[src/rtl/hazard_scoreboard_if.sv]
// Hazard-unit bus: decode/execute/memory/writeback register tags in, forwarding
// selects and stall/flush controls out. The pipeline is the master, the scoreboard the slave.
interface hazard_scoreboard_if #(parameter int ADDR_W = 5);
    logic [ADDR_W-1:0] RS1D, RS2D, RS1E, RS2E, RdE, RdM, RdW;
    logic              McOpD, LoadE, PCSrcE, McStartE, RegwriteM, RegwriteW;
    logic [1:0]        ForwardAE, ForwardBE;
    logic              StallF, StallD, FlushD, FlushE, McBusy, McDone;

    modport master (
        output RS1D, RS2D, RS1E, RS2E, RdE, RdM, RdW,
        output McOpD, LoadE, PCSrcE, McStartE, RegwriteM, RegwriteW,
        input  ForwardAE, ForwardBE, StallF, StallD, FlushD, FlushE, McBusy, McDone
    );

    modport slave (
        input  RS1D, RS2D, RS1E, RS2E, RdE, RdM, RdW,
        input  McOpD, LoadE, PCSrcE, McStartE, RegwriteM, RegwriteW,
        output ForwardAE, ForwardBE, StallF, StallD, FlushD, FlushE, McBusy, McDone
    );
endinterface

[src/rtl/hazard_scoreboard.sv]
// Pipeline hazard unit: operand forwarding, load-use stall, branch flush and, when
// HAZARD_SCOREBOARD_MC_EN is defined, a multicycle-unit scoreboard (IDLE/RUN/DONE).
module hazard_scoreboard #(
    parameter int ADDR_W = 5,
    parameter int MC_LAT = 4
) (
    input  logic                 clk,
    input  logic                 rst,
    hazard_scoreboard_if.slave   hz
);

    function automatic logic [1:0] fwd_sel(input logic [ADDR_W-1:0] rs, rd_m, rd_w,
                                           input logic we_m, we_w);
        if (we_m && rs != '0 && rs == rd_m)      return 2'b10;
        else if (we_w && rs != '0 && rs == rd_w) return 2'b01;
        else                                     return 2'b00;
    endfunction

    logic load_use, mc_stall, mc_busy, mc_done, hz_stall;

`ifdef HAZARD_SCOREBOARD_MC_EN
    typedef enum logic [1:0] {IDLE, RUN, DONE} mc_state_e;

    mc_state_e         state_q, state_d;
    logic [3:0]        cnt_q, cnt_d;
    logic [ADDR_W-1:0] mc_rd_q, mc_rd_d;

    always_comb begin
        state_d = state_q;
        cnt_d   = cnt_q;
        mc_rd_d = mc_rd_q;
        case (state_q)
            IDLE: if (hz.McStartE) begin
                state_d = RUN;
                mc_rd_d = hz.RdE;
                cnt_d   = 4'(MC_LAT - 1);
            end
            RUN: begin
                cnt_d = cnt_q - 4'd1;
                if (cnt_q == 4'd1) state_d = DONE;
            end
            DONE:    state_d = IDLE;
            default: state_d = IDLE;
        endcase
    end

    always_ff @(posedge clk) begin
        if (rst) begin
            state_q <= IDLE;
            cnt_q   <= 4'd0;
            mc_rd_q <= '0;
        end else begin
            state_q <= state_d;
            cnt_q   <= cnt_d;
            mc_rd_q <= mc_rd_d;
        end
    end

    // Destination-of-flight compare includes RdE so a younger write cannot overtake the unit.
    assign mc_busy  = (state_q != IDLE);
    assign mc_done  = (state_q == DONE);
    assign mc_stall = mc_busy && (hz.McOpD ||
                      (mc_rd_q != '0 && (hz.RS1D == mc_rd_q || hz.RS2D == mc_rd_q ||
                                         hz.RdE == mc_rd_q)));
`else
    wire unused_mc = &{1'b0, clk, hz.McOpD, hz.McStartE};
    assign mc_busy  = 1'b0;
    assign mc_done  = 1'b0;
    assign mc_stall = 1'b0;
`endif

    assign load_use = hz.LoadE && (hz.RdE != '0) && (hz.RdE == hz.RS1D || hz.RdE == hz.RS2D);
    assign hz_stall = load_use || mc_stall;

    // A taken branch squashes the stalled instruction anyway, so it wins over any stall.
    assign hz.StallF    = !rst && hz_stall && !hz.PCSrcE;
    assign hz.StallD    = !rst && hz_stall && !hz.PCSrcE;
    assign hz.FlushD    = !rst && hz.PCSrcE;
    assign hz.FlushE    = !rst && (hz_stall || hz.PCSrcE);
    assign hz.McBusy    = !rst && mc_busy;
    assign hz.McDone    = !rst && mc_done;
    assign hz.ForwardAE = rst ? 2'b00 : fwd_sel(hz.RS1E, hz.RdM, hz.RdW, hz.RegwriteM, hz.RegwriteW);
    assign hz.ForwardBE = rst ? 2'b00 : fwd_sel(hz.RS2E, hz.RdM, hz.RdW, hz.RegwriteM, hz.RegwriteW);

endmodule

[src/flat_wrapper.sv]
// flat-port wrapper written by rule: the top's interface ports become plain ports
module hazard_scoreboard_flat 
#(
    parameter int ADDR_W = 5,
    parameter int MC_LAT = 4
)
  (clk, rst, hz_RS1D, hz_RS2D, hz_RS1E, hz_RS2E, hz_RdE, hz_RdM, hz_RdW, hz_McOpD, hz_LoadE, hz_PCSrcE, hz_McStartE, hz_RegwriteM, hz_RegwriteW, hz_ForwardAE, hz_ForwardBE, hz_StallF, hz_StallD, hz_FlushD, hz_FlushE, hz_McBusy, hz_McDone);
  hazard_scoreboard_if #(.ADDR_W(ADDR_W)) hz_i ();
  input  logic clk;
  input  logic rst;
  input wire logic [$bits(hz_i.RS1D)-1:0] hz_RS1D;
  input wire logic [$bits(hz_i.RS2D)-1:0] hz_RS2D;
  input wire logic [$bits(hz_i.RS1E)-1:0] hz_RS1E;
  input wire logic [$bits(hz_i.RS2E)-1:0] hz_RS2E;
  input wire logic [$bits(hz_i.RdE)-1:0] hz_RdE;
  input wire logic [$bits(hz_i.RdM)-1:0] hz_RdM;
  input wire logic [$bits(hz_i.RdW)-1:0] hz_RdW;
  input wire logic [$bits(hz_i.McOpD)-1:0] hz_McOpD;
  input wire logic [$bits(hz_i.LoadE)-1:0] hz_LoadE;
  input wire logic [$bits(hz_i.PCSrcE)-1:0] hz_PCSrcE;
  input wire logic [$bits(hz_i.McStartE)-1:0] hz_McStartE;
  input wire logic [$bits(hz_i.RegwriteM)-1:0] hz_RegwriteM;
  input wire logic [$bits(hz_i.RegwriteW)-1:0] hz_RegwriteW;
  output wire logic [$bits(hz_i.ForwardAE)-1:0] hz_ForwardAE;
  output wire logic [$bits(hz_i.ForwardBE)-1:0] hz_ForwardBE;
  output wire logic [$bits(hz_i.StallF)-1:0] hz_StallF;
  output wire logic [$bits(hz_i.StallD)-1:0] hz_StallD;
  output wire logic [$bits(hz_i.FlushD)-1:0] hz_FlushD;
  output wire logic [$bits(hz_i.FlushE)-1:0] hz_FlushE;
  output wire logic [$bits(hz_i.McBusy)-1:0] hz_McBusy;
  output wire logic [$bits(hz_i.McDone)-1:0] hz_McDone;
  assign hz_i.RS1D = hz_RS1D;
  assign hz_i.RS2D = hz_RS2D;
  assign hz_i.RS1E = hz_RS1E;
  assign hz_i.RS2E = hz_RS2E;
  assign hz_i.RdE = hz_RdE;
  assign hz_i.RdM = hz_RdM;
  assign hz_i.RdW = hz_RdW;
  assign hz_i.McOpD = hz_McOpD;
  assign hz_i.LoadE = hz_LoadE;
  assign hz_i.PCSrcE = hz_PCSrcE;
  assign hz_i.McStartE = hz_McStartE;
  assign hz_i.RegwriteM = hz_RegwriteM;
  assign hz_i.RegwriteW = hz_RegwriteW;
  assign hz_ForwardAE = hz_i.ForwardAE;
  assign hz_ForwardBE = hz_i.ForwardBE;
  assign hz_StallF = hz_i.StallF;
  assign hz_StallD = hz_i.StallD;
  assign hz_FlushD = hz_i.FlushD;
  assign hz_FlushE = hz_i.FlushE;
  assign hz_McBusy = hz_i.McBusy;
  assign hz_McDone = hz_i.McDone;
  hazard_scoreboard #(.ADDR_W(ADDR_W), .MC_LAT(MC_LAT)) u_core (.clk(clk), .rst(rst), .hz(hz_i));
endmodule
[config.mk]
export PLATFORM = sky130hd
export DESIGN_NAME = hazard_scoreboard_flat
export DESIGN_NICKNAME = d
export VERILOG_FILES = /design/src/rtl/hazard_scoreboard_if.sv /design/src/rtl/hazard_scoreboard.sv /design/src/flat_wrapper.sv
export SDC_FILE = /design/constraint.sdc
export NUM_CORES = 1
export LEC_CHECK = 0
export ABC_AREA = 1
export CORE_MARGIN = 3
export CORE_UTILIZATION = 33
export DETAILED_ROUTE_END_ITERATION = 10
export PLACE_DENSITY = 0.86
export RECOVER_POWER = 50
export REMOVE_ABC_BUFFERS = 1
export SLEW_MARGIN = 20
export SYNTH_ARGS = -nofsm -noshare
export SYNTH_HDL_FRONTEND = slang
export SYNTH_SLANG_ARGS = --single-unit
[constraint.sdc]
create_clock -name vclk -period 1.2
set_clock_uncertainty 0.15 [all_clocks]
set_input_delay 0.12 -clock vclk [all_inputs]
set_output_delay 0.12 -clock vclk [all_outputs]
set_load 0.02 [all_outputs]
==> metrics <==
outcome=complete, but fails checks; failing checks=setup timing; M2 GR Usage=44.3%; Antenna Cells=0; Area growth syn-to-layout=112%; setup ws final=-0.102 ns; die area=about 2400 um^2; DRT Pass-1 Iters=6; Die Wd=48.9 um; DIE HEIGHT=48.9 um; starting density of the core=37.7%; RSZ-0062 raised after global routing=yes; warnings from Yosys=0; Fmax=0.768 GHz; clock buffer count=0; minimum clock period=between 1 and 1.5 ns; P_leak=0.706 nW; global routing usage on met3=2.14%; Setup Crit Path Kind=in2out; library cells used by synthesis=19; largest cells by area after synthesis=nand2_1 (22%), inv_1 (17%), nor2_1 (13%); sequential area share after synthesis=0%; Total GRT Usage=21.0%; DRC violations left=0; Placed Area=1140 um^2; Reg area=0 um^2; Final Cell Area=1290 um^2; critical-path maximum fanout=3; ANT nets after route=0; Worst Hold Class=in2out; GR peak layer=met2; Seq Cell Count=0; post-synth top area share=21.6%; Max Slew Vio Count=0; DR iter-0 viols=8; Core Box Area=1610 um^2; crit path capture=hz_ForwardBE[0]; data required time of the worst path=~0.93 ns; max-cap violation count=0; Post-Syn Instances=128; initial antenna violation count=0; vias in the first global route=982; M1 GR Usage=21.8%; row count=14; Final setup viols=2; routed len/inst=around 13 um; detailed placement HPWL=1.92 mm; largest net degree at the start of global routing=6; DR vias=1002; vias per cell=4.82; CP startpoint=hz_RS2E[3]; maximum vdd drop=0.199 mV; port bufs=48; most common cell after layout, fill and taps aside=nand2_1; layout cells sized above 1=a little under three fifths; commonest non-fill, non-tap cells in the layout=nand2_1 (28), buf_6 (19), buf_4 (17); area leader, netlist=nand2_1; worst path arrival time=1.03 ns; P per Cell Area=327 nW/um^2; RD Place Congestion=0.835; I/O pin count=53; NumNets Final=229; total gr overflow=0; Mean Syn Cell Area=4.74 um^2; final WL=approximately 2.6 mm; Worst setup EP type=output pin; final hold viol count=0; first-pass GRT wire length=roughly 4.1 mm; HP Start=hz_PCSrcE; mapped cell area=607 um^2; Place WS=-0.927 ns; part of the cycle the worst path needs=108%; Setup crit start kind=input port
-- how the worst min path moves through the flow --
stage	end	slack [ns]	cells after the start
2_1_floorplan	hz_ForwardAE[1]	0.18	1
3_3_place_gp	hz_StallF	1.15	3
3_5_place_dp	hz_StallF	1.16	3
4_1_cts	hz_ForwardBE[1]	0.54	5
5_1_grt	hz_StallF	0.44	3
6_report	hz_StallF	0.42	3
-- layout make-up --
type / instances / area, um^2
inverter: 28 / 120
fill: 120 / 325
tap: 24 / 30.0
timing repair buffer: 58 / 517
multi-input combinational: 98 / 619
-- critical path, cell delays in order --
cell     delay, ns
buf_8         0.10
or2_1         0.23
nor3_2        0.16
inv_1         0.08
nand2_2       0.08
nor2_2        0.04
nor2_2        0.09
buf_6         0.12
-- per-layer routing --
layer  routed length, um  up-vias  share of wire (%)
met5                   0        -                  0
met4                  60        0                2.3
met3                 153       10                5.8
met2                1560       46                 59
met1                 866      450                 33
li1                    -      496                  -
-- power by group --
group          switching [mW]  internal (mW)  total, mW  leakage, nW
combinational           0.200          0.220      0.420        0.706
sequential                  0              0          0            0
clock                       0              0          0            0
total                   0.200          0.220      0.420        0.706
-- per-stage QoR --
step / instances / util [%] / total power, mW / hold WS, ns / setup TNS, ns
3_5_place_dp: 204 / 71.0 / 0.349 / 1.16 / -6.72
4_1_cts: 209 / 71.2 / 0.361 / 0.536 / -0.303
2_1_floorplan: 126 / - / 0.140 / 0.179 / -0.277
3_3_place_gp: 204 / 71.0 / 0.340 / 1.15 / -6.54
6_report: 208 / 79.8 / 0.420 / 0.423 / -0.153
5_1_grt: 208 / 79.8 / 0.455 / 0.436 / -0.481
-- what timing repair did --
item	4_1_cts	5_1_grt
buffers inserted	5	0
pin swaps	46	41
hold buffers	0	0
gates resized for setup	233	54
cloned	0	0
setup endpoints to repair	8	7
-- Yosys cell counts, drive strengths merged (3+ instances only) --
master	n
inv	28
nand4	5
o21ai	3
xor2	4
nand2	36
xnor2	8
a21oi	3
nand3	5
buf	3
nor2	22
or2	3
nor3	6
-- kinds of logic (layout without fill, tap and decap cells) --
family	after synthesis	in the layout	synth area share, %
buf+inv	31	86	21.0
simple gates	78	78	56.1
compound gates	6	6	4.95
other cells	1	2	0.618
xor+xnor	12	12	17.3
(Power assumes the default switching activity.)
==> patch, RTL diff (same flow settings) <==
`ADDR_W` is set to 5 in 3 places; all go to 6.
--- a/src/rtl/hazard_scoreboard_if.sv
+++ b/src/rtl/hazard_scoreboard_if.sv
@@ -1,5 +1,5 @@
 // Hazard-unit bus: decode/execute/memory/writeback register tags in, forwarding
 // selects and stall/flush controls out. The pipeline is the master, the scoreboard the slave.
-interface hazard_scoreboard_if #(parameter int ADDR_W = 5);
+interface hazard_scoreboard_if #(parameter int ADDR_W = 6);
     logic [ADDR_W-1:0] RS1D, RS2D, RS1E, RS2E, RdE, RdM, RdW;
     logic              McOpD, LoadE, PCSrcE, McStartE, RegwriteM, RegwriteW;
--- a/src/rtl/hazard_scoreboard.sv
+++ b/src/rtl/hazard_scoreboard.sv
@@ -2,5 +2,5 @@
 // HAZARD_SCOREBOARD_MC_EN is defined, a multicycle-unit scoreboard (IDLE/RUN/DONE).
 module hazard_scoreboard #(
-    parameter int ADDR_W = 5,
+    parameter int ADDR_W = 6,
     parameter int MC_LAT = 4
 ) (
--- a/src/flat_wrapper.sv
+++ b/src/flat_wrapper.sv
@@ -2,5 +2,5 @@
 module hazard_scoreboard_flat 
 #(
-    parameter int ADDR_W = 5,
+    parameter int ADDR_W = 6,
     parameter int MC_LAT = 4
 )
Interface: changed (7 resized); port bits go from 53 to 60. The function was not compared with the original's and may differ.
==> patch against the original RTL <==
- the flow still finishes with violations (setup timing)
- design area is 14% higher
- total power is 7.9% higher
- wire length is 3.6% higher
- worst setup slack better by 0.010 ns
- via count is 23% higher
- non-clock buffer count is 8 higher
- synthesized area is 29% higher
- first-iteration DRC count grew to 2.6 times the old value
==> patch: results (changes against the original RTL) <==
Status = complete, but fails checks
Violated checks = setup timing
Pre-CTS WS = -0.9288 ns (-0.002001 ns)
LEAKAGE = 0.8880 nW (+26%)
1st-pass router iterations = 5 (-1)
Synth area leaders = nand2_1, inv_1, nor2_1
Setup crit end = hz_ForwardAE[0]
Crit-path slowest cell = xor2_2
Routability cong. = 0.8276 (-0.93%)
Worst setup margin = -0.09155 ns (+0.009991 ns)
Compound-cell area share of the yosys netlist = 0.05760 (+0.008115)
Fillcell total = 215 (+79%)
Synth top cells by count = nand2_1, inv_1, nor2_1
CP max FO = 2 (-1)
Final wirelength = 2732 um (+3.6%)
Fin Hold WS = 0.5306 ns (+0.1073 ns)
Port Buffer Count = 55 (+15%)
Number of setup buffers added after CTS = 3 (-2)
Final setup viols = 2 (unchanged)
VDD IR-drop max = 0.2007 mV (+0.64%)
Count of flip-flops and latches = 0 (unchanged)
Placed Area = 1409 um^2 (+23%)
Nets = 299 (+31%)
Wire length on met3 = 249 um (+63%)
Met1 Track Usage GR = 0.2343 (+0.01617)
Starting DRC count in detailed routing = 21 (+13)
GRT met2 Usage = 0.3386 (-0.1049)
Total GRT Usage = 0.1897 (-0.02022)
Number of global-route vias before repair = 1,086 (+11%)
Slowest cell delay on critical path = 0.17 ns (-0.06 ns)
Critical Path Start = hz_RdM[4]
Ratio of cells with drive above 1 in the final layout = 0.4615 (-0.1091)
Post-CTS Resized = 273 (+17%)
Post-Synth XOR/XNOR Area = 0.04480 (-0.1284)
GR Util met3 = 0.02452 (+0.003116)
Post-DP HPWL = 2245 um (+17%)
patch: area by class of cell:
class | instances | area, um^2 | share of cell area
Tap cell | 28 | 35.03 | 0.02399
Multi-Input combinational cell | 135 | 699.4 | 0.4790
Inverter | 46 | 175.2 | 0.1200
Timing Repair Buffer | 66 | 550.5 | 0.3770
patch: logic make-up (layout without fill, tap and decap cells):
| group | after synthesis | in the layout |
|---|---|---|
| and+or+nand+nor | 121 | 121 |
| buffers and inverters | 49 | 112 |
| AOI/OAI and AO/OA | 8 | 8 |
| xor gates and xnor gates | 4 | 4 |
| other | 1 | 2 |
patch: per-stage QoR:
step                      power (mW)  instances  TNS [ns]
after floorplan               0.1684        181         0
after global placement        0.4111        272    -6.787
after detailed placement      0.4159        272    -6.889
after CTS                     0.4180        275   -0.2204
after global routing          0.5005        275   -0.5093
final                         0.4536        275   -0.1754
